--- config.mk ---
export PLATFORM = sky130hd
export DESIGN_NAME = mdio_peripheral
export DESIGN_NICKNAME = d
export VERILOG_FILES = /design/src/rtl/mdio_peripheral.sv
export SDC_FILE = /design/constraint.sdc
export NUM_CORES = 1
export LEC_CHECK = 0
export ABC_CLOCK_PERIOD_IN_PS = 4300
export CAP_MARGIN = 10
export CELL_PAD_IN_SITES_DETAIL_PLACEMENT = 0
export CELL_PAD_IN_SITES_GLOBAL_PLACEMENT = 1
export CORE_ASPECT_RATIO = 1.5
export CORE_MARGIN = 1.5
export CORE_UTILIZATION = 48
export CTS_BUF_LIST = sky130_fd_sc_hd__clkbuf_8
export DETAILED_ROUTE_END_ITERATION = 16
export PLACE_DENSITY = 0.95
export SETUP_SLACK_MARGIN = 0.05
export SLEW_MARGIN = 40
export SYNTH_ARGS = -nofsm -noshare
export SYNTH_HDL_FRONTEND = slang
export SYNTH_SLANG_ARGS = --single-unit
--- constraint.sdc ---
create_clock -name CLK -period 4.3 [get_ports CLK]
set_input_delay 0.86 -clock CLK [delete_from_list [all_inputs] [get_ports CLK]]
set_output_delay 0.86 -clock CLK [all_outputs]
set_load 0.05 [all_outputs]
--- src/rtl/mdio_peripheral.sv ---
// mdio_peripheral: MDIO (clause 22) management peripheral that oversamples MDC on the system clock,
// decodes read/write frames addressed to PHY_ADDR and drives read data back on MDIO_IN.
module mdio_peripheral #(
    parameter logic [4:0] PHY_ADDR = 5'd0,
    parameter bit         MDC_SYNC = 1'b1
) (
    input  logic        CLK,
    input  logic        RESET,
    input  logic        MDC,
    input  logic        MDIO_OUT,
    input  logic        MDIO_OE,
    output logic        MDIO_IN,
    output logic        MDIO_IN_OE,
    output logic [4:0]  ADDR,
    output logic [15:0] WR_DATA,
    output logic        WR_STB,
    input  logic [15:0] RD_DATA,
    output logic        MDIO_DONE
);
    typedef enum logic [3:0] {IDLE, START, OPCODE, PHYADR, REGADR, TURN, WDATA, RDATA, SKIP} state_t;
    state_t state, next;
    logic [2:0] q0, q1, s;
    logic mdc_prev, rise, fall, d, oe, rd, wr_fire;
    logic [4:0] cnt;
    logic [14:0] sr;
    logic [15:0] rd_sr;
    // MDC, MDIO_OUT and MDIO_OE share one synchronizer so data stays aligned with the sampled edge
    assign s = MDC_SYNC ? q1 : q0;
    assign rise = s[2] & ~mdc_prev;
    assign fall = ~s[2] & mdc_prev;
    assign d = s[1];
    assign oe = s[0];
    assign wr_fire = rise && oe && state == WDATA && cnt == 5'd31;
    always_ff @(posedge CLK or posedge RESET) begin
        if (RESET) begin
            q0 <= '0;
            q1 <= '0;
            mdc_prev <= 1'b0;
            state <= IDLE;
        end else begin
            q0 <= {MDC, MDIO_OUT, MDIO_OE};
            q1 <= q0;
            mdc_prev <= s[2];
            state <= next;
        end
    end
    // cnt holds the index of the frame bit the next rise will sample
    always_comb begin
        next = state;
        if (rise) begin
            case (state)
                IDLE:    next = (oe && !d) ? START : IDLE;
                START:   next = !oe ? IDLE : d ? OPCODE : SKIP;
                OPCODE:  next = !oe ? IDLE : cnt != 5'd3 ? OPCODE : (sr[0] ^ d) ? PHYADR : SKIP;
                PHYADR:  next = !oe ? IDLE : cnt != 5'd8 ? PHYADR : ({sr[3:0], d} == PHY_ADDR) ? REGADR : SKIP;
                REGADR:  next = !oe ? IDLE : cnt == 5'd13 ? TURN : REGADR;
                TURN:    next = cnt == 5'd15 ? (rd ? RDATA : WDATA) : TURN;
                WDATA:   next = (!oe || cnt == 5'd31) ? IDLE : WDATA;
                default: next = cnt == 5'd31 ? IDLE : state;
            endcase
        end
    end
    always_ff @(posedge CLK or posedge RESET) begin
        if (RESET) begin
            cnt <= '0;
            sr <= '0;
            rd <= 1'b0;
            rd_sr <= '0;
            ADDR <= '0;
            WR_DATA <= '0;
            WR_STB <= 1'b0;
            MDIO_DONE <= 1'b0;
            MDIO_IN <= 1'b0;
            MDIO_IN_OE <= 1'b0;
        end else begin
            cnt <= (next == IDLE) ? 5'd0 : rise ? cnt + 5'd1 : cnt;
            sr <= rise ? {sr[13:0], d} : sr;
            rd <= (rise && state == OPCODE && cnt == 5'd3) ? sr[0] : rd;
            ADDR <= (state == REGADR && next == TURN) ? {sr[3:0], d} : ADDR;
            WR_STB <= wr_fire;
            WR_DATA <= wr_fire ? {sr, d} : WR_DATA;
            MDIO_DONE <= wr_fire || (rise && state == RDATA && cnt == 5'd31);
            rd_sr <= (rise && state == TURN && rd && cnt == 5'd15) ? RD_DATA :
                     (fall && state == RDATA) ? {rd_sr[14:0], 1'b0} : rd_sr;
            MDIO_IN <= (fall && state == RDATA) ? rd_sr[15] : (next == IDLE) ? 1'b0 : MDIO_IN;
            MDIO_IN_OE <= (fall && state == TURN && rd && cnt == 5'd15) ? 1'b1 :
                          (next == IDLE) ? 1'b0 : MDIO_IN_OE;
        end
    end
endmodule

== Yosys cells after proc, flatten, opt, wreduce, memory -nomap -nowiden ==
Cells that the tools add are included.

* Register bits after elaboration: 73
* Input bits: 21
* Output and inout port bits: 25

* Reductions and logical operators: 27
* Mux-type cells: 24
* Equality and inequality tests: 14
* $add $sub $neg: 1
* Bitwise gates (word level): 5

{| class="wikitable"
|+ Operators with widths
! operator !! number
|-
| 4-bit 2-to-1 mux || 10
|-
| 16-bit 2-to-1 mux || 2
|-
| 4-bit one-hot mux with 7 select lines || 1
|-
| 4-bit by 3-bit == test with 1-bit output (second input constant) || 5
|-
| 1-bit logical AND || 16
|-
| 5-bit by 4-bit == test with 1-bit output (second input constant) || 2
|-
| 5-bit 2-to-1 mux || 2
|-
| 4-bit by 2-bit == test with 1-bit output (second input constant) || 2
|-
| 4-bit zero test || 2
|-
| 2-bit nonzero test || 4
|-
| 1-bit 2-to-1 mux || 6
|-
| 3-bit 2-to-1 mux || 2
|-
| 5-bit by 1-bit adder with 5-bit output (second input constant) || 1
|-
| 5-bit by 2-bit == test with 1-bit output (second input constant) || 1
|-
| 5-bit == test (second input constant) || 1
|-
| 5-bit zero test || 1
|-
| 5-bit by 2-bit inequality test with 1-bit output (second input constant) || 1
|-
| 5-bit by 4-bit inequality test with 1-bit output (second input constant) || 1
|-
| 4-bit by 1-bit == test with 1-bit output (second input constant) || 1
|-
| 1-bit AND || 2
|-
| 1-bit zero test || 2
|-
| 1-bit logical OR || 2
|-
| 2-bit 2-to-1 mux || 1
|-
| 1-bit NOT || 2
|-
| 1-bit bitwise XOR || 1
|}

== Longest topological paths before layout ==
* Depth in word-level cells: 9
* Mapped depth: 10

== Least setup slack after synthesis ==
No wires, ideal clock.

* Kind: register to register
* Start point: reg cnt[0]
* End point: reg WR_DATA[0]
* Clock period less this slack: 2,244 ps
* Setup slack: 2,056 ps
* Stages on the path, launching flop included: 8
* Arrival: 2,119 ps
* Cell sequence: dfrtp_1 > ha_1 > and3_1 > ha_1 > nand2_1 > nor3_2 > buf_2 > mux2_2

* Cells in the longest elaborated chain, start to end: 2

{| class="wikitable"
|+ Ends and longest elaborated chain
! item !! RTL line !! text
|-
| from (decl) || 24 || <nowiki>logic [4:0] cnt;</nowiki>
|-
| from (signal assigned) || 76 || <nowiki>cnt <= (next == IDLE) ? 5'd0 : rise ? cnt + 5'd1 : cnt;</nowiki>
|-
| 5-bit == test || 33 || <nowiki>assign wr_fire = rise && oe && state == WDATA && cnt == 5'd31;</nowiki>
|-
| 1-bit logical AND || 33 ||
|-
| named net wr_fire || 23 || <nowiki>logic mdc_prev, rise, fall, d, oe, rd, wr_fire;</nowiki>
|-
| to (signal assigned) || 81 || <nowiki>WR_DATA <= wr_fire ? {sr, d} : WR_DATA;</nowiki>
|-
| to (decl) || 15 || <nowiki>output logic [15:0] WR_DATA,</nowiki>
|}

The timed path passes the listed nets, and every way through them passes these cells.
A chain may end at the register's enable or synchronous reset.

== Final worst setup path ==
* Start point: reg cnt[0]
* End point: reg MDIO_IN

* Cells in the longest elaborated chain, start to end: 7
* Elaborated cells between the ends (all ways): 19

{| class="wikitable"
|+ Ends and longest elaborated chain
! item !! RTL line !! text
|-
| 5-bit by 4-bit == test with 1-bit output, or another cell as far along || 56 || <nowiki>REGADR: next = !oe ? IDLE : cnt == 5'd13 ? TURN : REGADR;</nowiki>
|-
| 1-bit 2-to-1 mux, or another cell as far along || 56 ||
|-
| 3-bit 2-to-1 mux, or another cell as far along || 56 ||
|-
| 4-bit one-hot mux with 7 select lines (*) || 51 || <nowiki>case (state)</nowiki>
|-
| 4-bit 2-to-1 mux (*) || 50 || <nowiki>if (rise) begin</nowiki>
|-
| named net next[0] || 21 || <nowiki>state_t state, next;</nowiki>
|-
| 4-bit zero test (*) || 85 || <nowiki>MDIO_IN <= (fall && state == RDATA) ? rd_sr[15] : (next == IDLE) ? 1'b0 : MDIO_IN;</nowiki>
|-
| 2-bit nonzero test (no source line) (*) || - ||
|-
| to (signal assigned) || 85 ||
|-
| to (decl) || 12 || <nowiki>output logic MDIO_IN,</nowiki>
|}

The timed path passes the listed nets; every way through them passes the cells marked *.

==> qor.yml <==
yosys:
  ys_types: 47
  synthMuxAreaShare_pct: 11.4
  synthSimpleGateAreaFrac_pct: 16.8
  synth_flop_cell: "dfrtp_1"
  synth_fa_ha_area_share_pct: 2.32
  synthCells: 295
  synth_nets: 322
  synth_compound_area_share_pct: 9.31
  synthArstFlopShare_pct: 100
  yosysSeqAreaShare_pct: 56.4
  ys_seq_elements: 73
  synth-edff-count: 0
  synth_xor_area_share_pct: 0.811
  synth.avg_cell_area_um2: 11.0
  syn_area_um2: 3240
  synth_top_family_by_area: "simple AND/OR/NAND/NOR gates"
  ys_warn_count: 0
hold_path:
  hold_class: "reg -> reg"
cts:
  cts_tree: "yes"
  cts_resized: 0
  clk_path_buf_depth: 2
  clockRootBuffer: "clkbuf_8"
  clock_latency_ns: 0.35
  clock-sinks: 73
  numCtsBuffers: 9
  cts_setup_buffers: 0
  htree_levels: 3
  cts_hold_buf: 0
  clkTransAtPathRegs_ns: 0.07
placement:
  dp.cells: 405
  place_ws_ns: 1.53
  placed_area_um2: 3770
  gp_congestion: 0.841
  port_buffers: 45
  dpl.hpwl_um: 4530
critical_path:
  worstSetupPathType: "reg -> reg"
  required_ns: 4.52
  startpoint_type: "flop"
  arrival_ns: 2.81
  cp_max_fo: 7
  cp-end-kind: "flop"
sta:
  worst_slack_ns: 1.71
  fin_skew_ns: 0.00627
  setup_violations: 0
  rsz0062_at_grt: "no"
  fin_tns_setup_ns: 0
  slew_headroom_pct: 51.1
  finalCritPeriodShare_pct: 60.2
  hold_ws_ns: 0.353
  period_minus_slack_ns: 2.59
  finalHoldViolCount: 0
  max_freq_ghz: 0.386
  slew_violations: 0
  worst_pin_slew_ns: 0.731
floorplanning:
  start_util_pct: 49.6
  die_h_um: 104
  coreArea_um2: 6530
  dieWidth_um: 70.1
  fp.dieArea_um2: 7260
  fp-row-count: 36
  ios: 46
grt:
  antenna_found_initial: 0
  grt_pass1_wl_um: 11400
  grt_overflow: 0
  grtUsageMet1_pct: 26.0
  grt_max_degree: 38
  use_met3_pct: 4.18
  grt_pass1_vias: 2325
  grtUsageMet2_pct: 32.0
  top_usage_layer: "met2"
  grt_use_total_pct: 20.1
finish:
  n_antenna_cell: 0
  filler_cell_count: 555
  fin_util_pct: 61.0
  layout-drive-gt1-share_pct: 15.1
  area_delta_synth_final_pct: 22.9
  final_cell_mix: "dfrtp_1, nand2_1, clkdlybuf4s50_1, mux2_2, o21ai_0"
  fin_cells: 420
  finalInstanceArea_um2: 3980
  final_common_cell: "dfrtp_1"
  nets: 367
routing:
  post_drt_via_cell_ratio: 5.51
  drt_iter0_drc: 181
  vias: 2314
  postRouteAntennaNets: 0
  routed_wirelength_um: 6600
  avgRoutedWirePerCell_um: 15.7
  drc_errors: 0
  dr.pass1.iters: 4
pwr:
  power_density_nw_per_um2: 463
  p_leak_nw: 1.73
  ir_drop_v: 0.000233
  total_power_mw: 1.85
status:
  status: "complete, no violations"
run:
  drv_cap: 0
## path summary, 6_finish.rpt
path,start,end,slack (ns),depth (start not counted)
worst min register to register,q0[1],q1[1],0.35,0
worst max-delay path,cnt[0],MDIO_IN,1.71,9
max in group asynchronous,RESET,rd_sr[14],2.70,3
min in group asynchronous,RESET,rd_sr[1],0.89,2
worst min-delay path,q0[1],q1[1],0.35,0
worst max register to register,cnt[0],MDIO_IN,1.71,9
## cell type report
class / instances / area (um^2) / area share [%]
repair buffers: 50 / 488 / 12.2
inverters: 8 / 31.3 / 0.785
clock buffers: 10 / 138 / 3.45
multi-input cells: 198 / 1330 / 33.4
flip-flops and latches: 73 / 1830 / 45.9
well taps: 76 / 95.1 / 2.39
clock inverters: 5 / 72.6 / 1.82
## logic make-up (layout without fill, tap and decap cells)
logic type      Yosys count  in the layout
compound gates           45             45
xor+xnor                  3              3
fa+ha+maj                 6              6
buf+inv                  24             73
flops                    73             73
mux                      34             34
simple gates            110            110
## where the power goes
| group | switching (mW) | total [mW] | internal [mW] |
|---|---|---|---|
| sequential | 0.103 | 0.872 | 0.769 |
| combinational | 0.244 | 0.403 | 0.159 |
| clock | 0.238 | 0.572 | 0.334 |
## layer usage
metal	part of all wire (%)	vias up	wire length [um]
met4	2.4	0	156
met3	2.5	12	168
met5	0	-	0
met2	52	44	3410
li1	-	1110	-
met1	43	1148	2860
## worst max-delay path: stages (launching register included)
cell      delay [ns]
dfrtp_1         0.44
ha_1            0.21
and3_1          0.19
ha_1            0.20
nand2b_1        0.07
a32oi_1         0.17
o21ai_0         0.16
a221o_1         0.38
nor4_4          0.51
o21ai_1         0.13
## synth_stat cells (all sizes together), types with 2 or more instances
cell    number  area (um^2)
nor3         3         20.0
a21oi        5         28.8
nor2         6         22.5
buf          6         28.8
o211ai       5         37.5
nor2b        5         31.3
nand4        4         25.0
xor2         2         17.5
o21ai       19         95.1
and3         2         12.5
a221o        2         20.0
dfrtp       73         1830
nor4b        2         23.8
mux2        22          248
a32oi        2         17.5
nand2       68          255
nor4         2         27.5
ha           6         75.1
nand2b       6         37.5
and2         2         15.0
clkbuf      10         38.8
or3          2         12.5
nand3        3         15.0
a211oi       2         27.5
o22ai        2         12.5
inv          8         30.0
mux2i       12          120
a22oi        4         30.0
## flip-flops by register name (all words and copies together), names as in the netlist
signal / count
state: 4
rd: 1
MDIO_DONE: 1
WR_STB: 1
MDIO_IN_OE: 1
sr: 15
ADDR: 5
q1: 3
cnt: 5
q0: 3
WR_DATA: 16
mdc_prev: 1
rd_sr: 16
MDIO_IN: 1
Power figures use the tool's default switching activity.
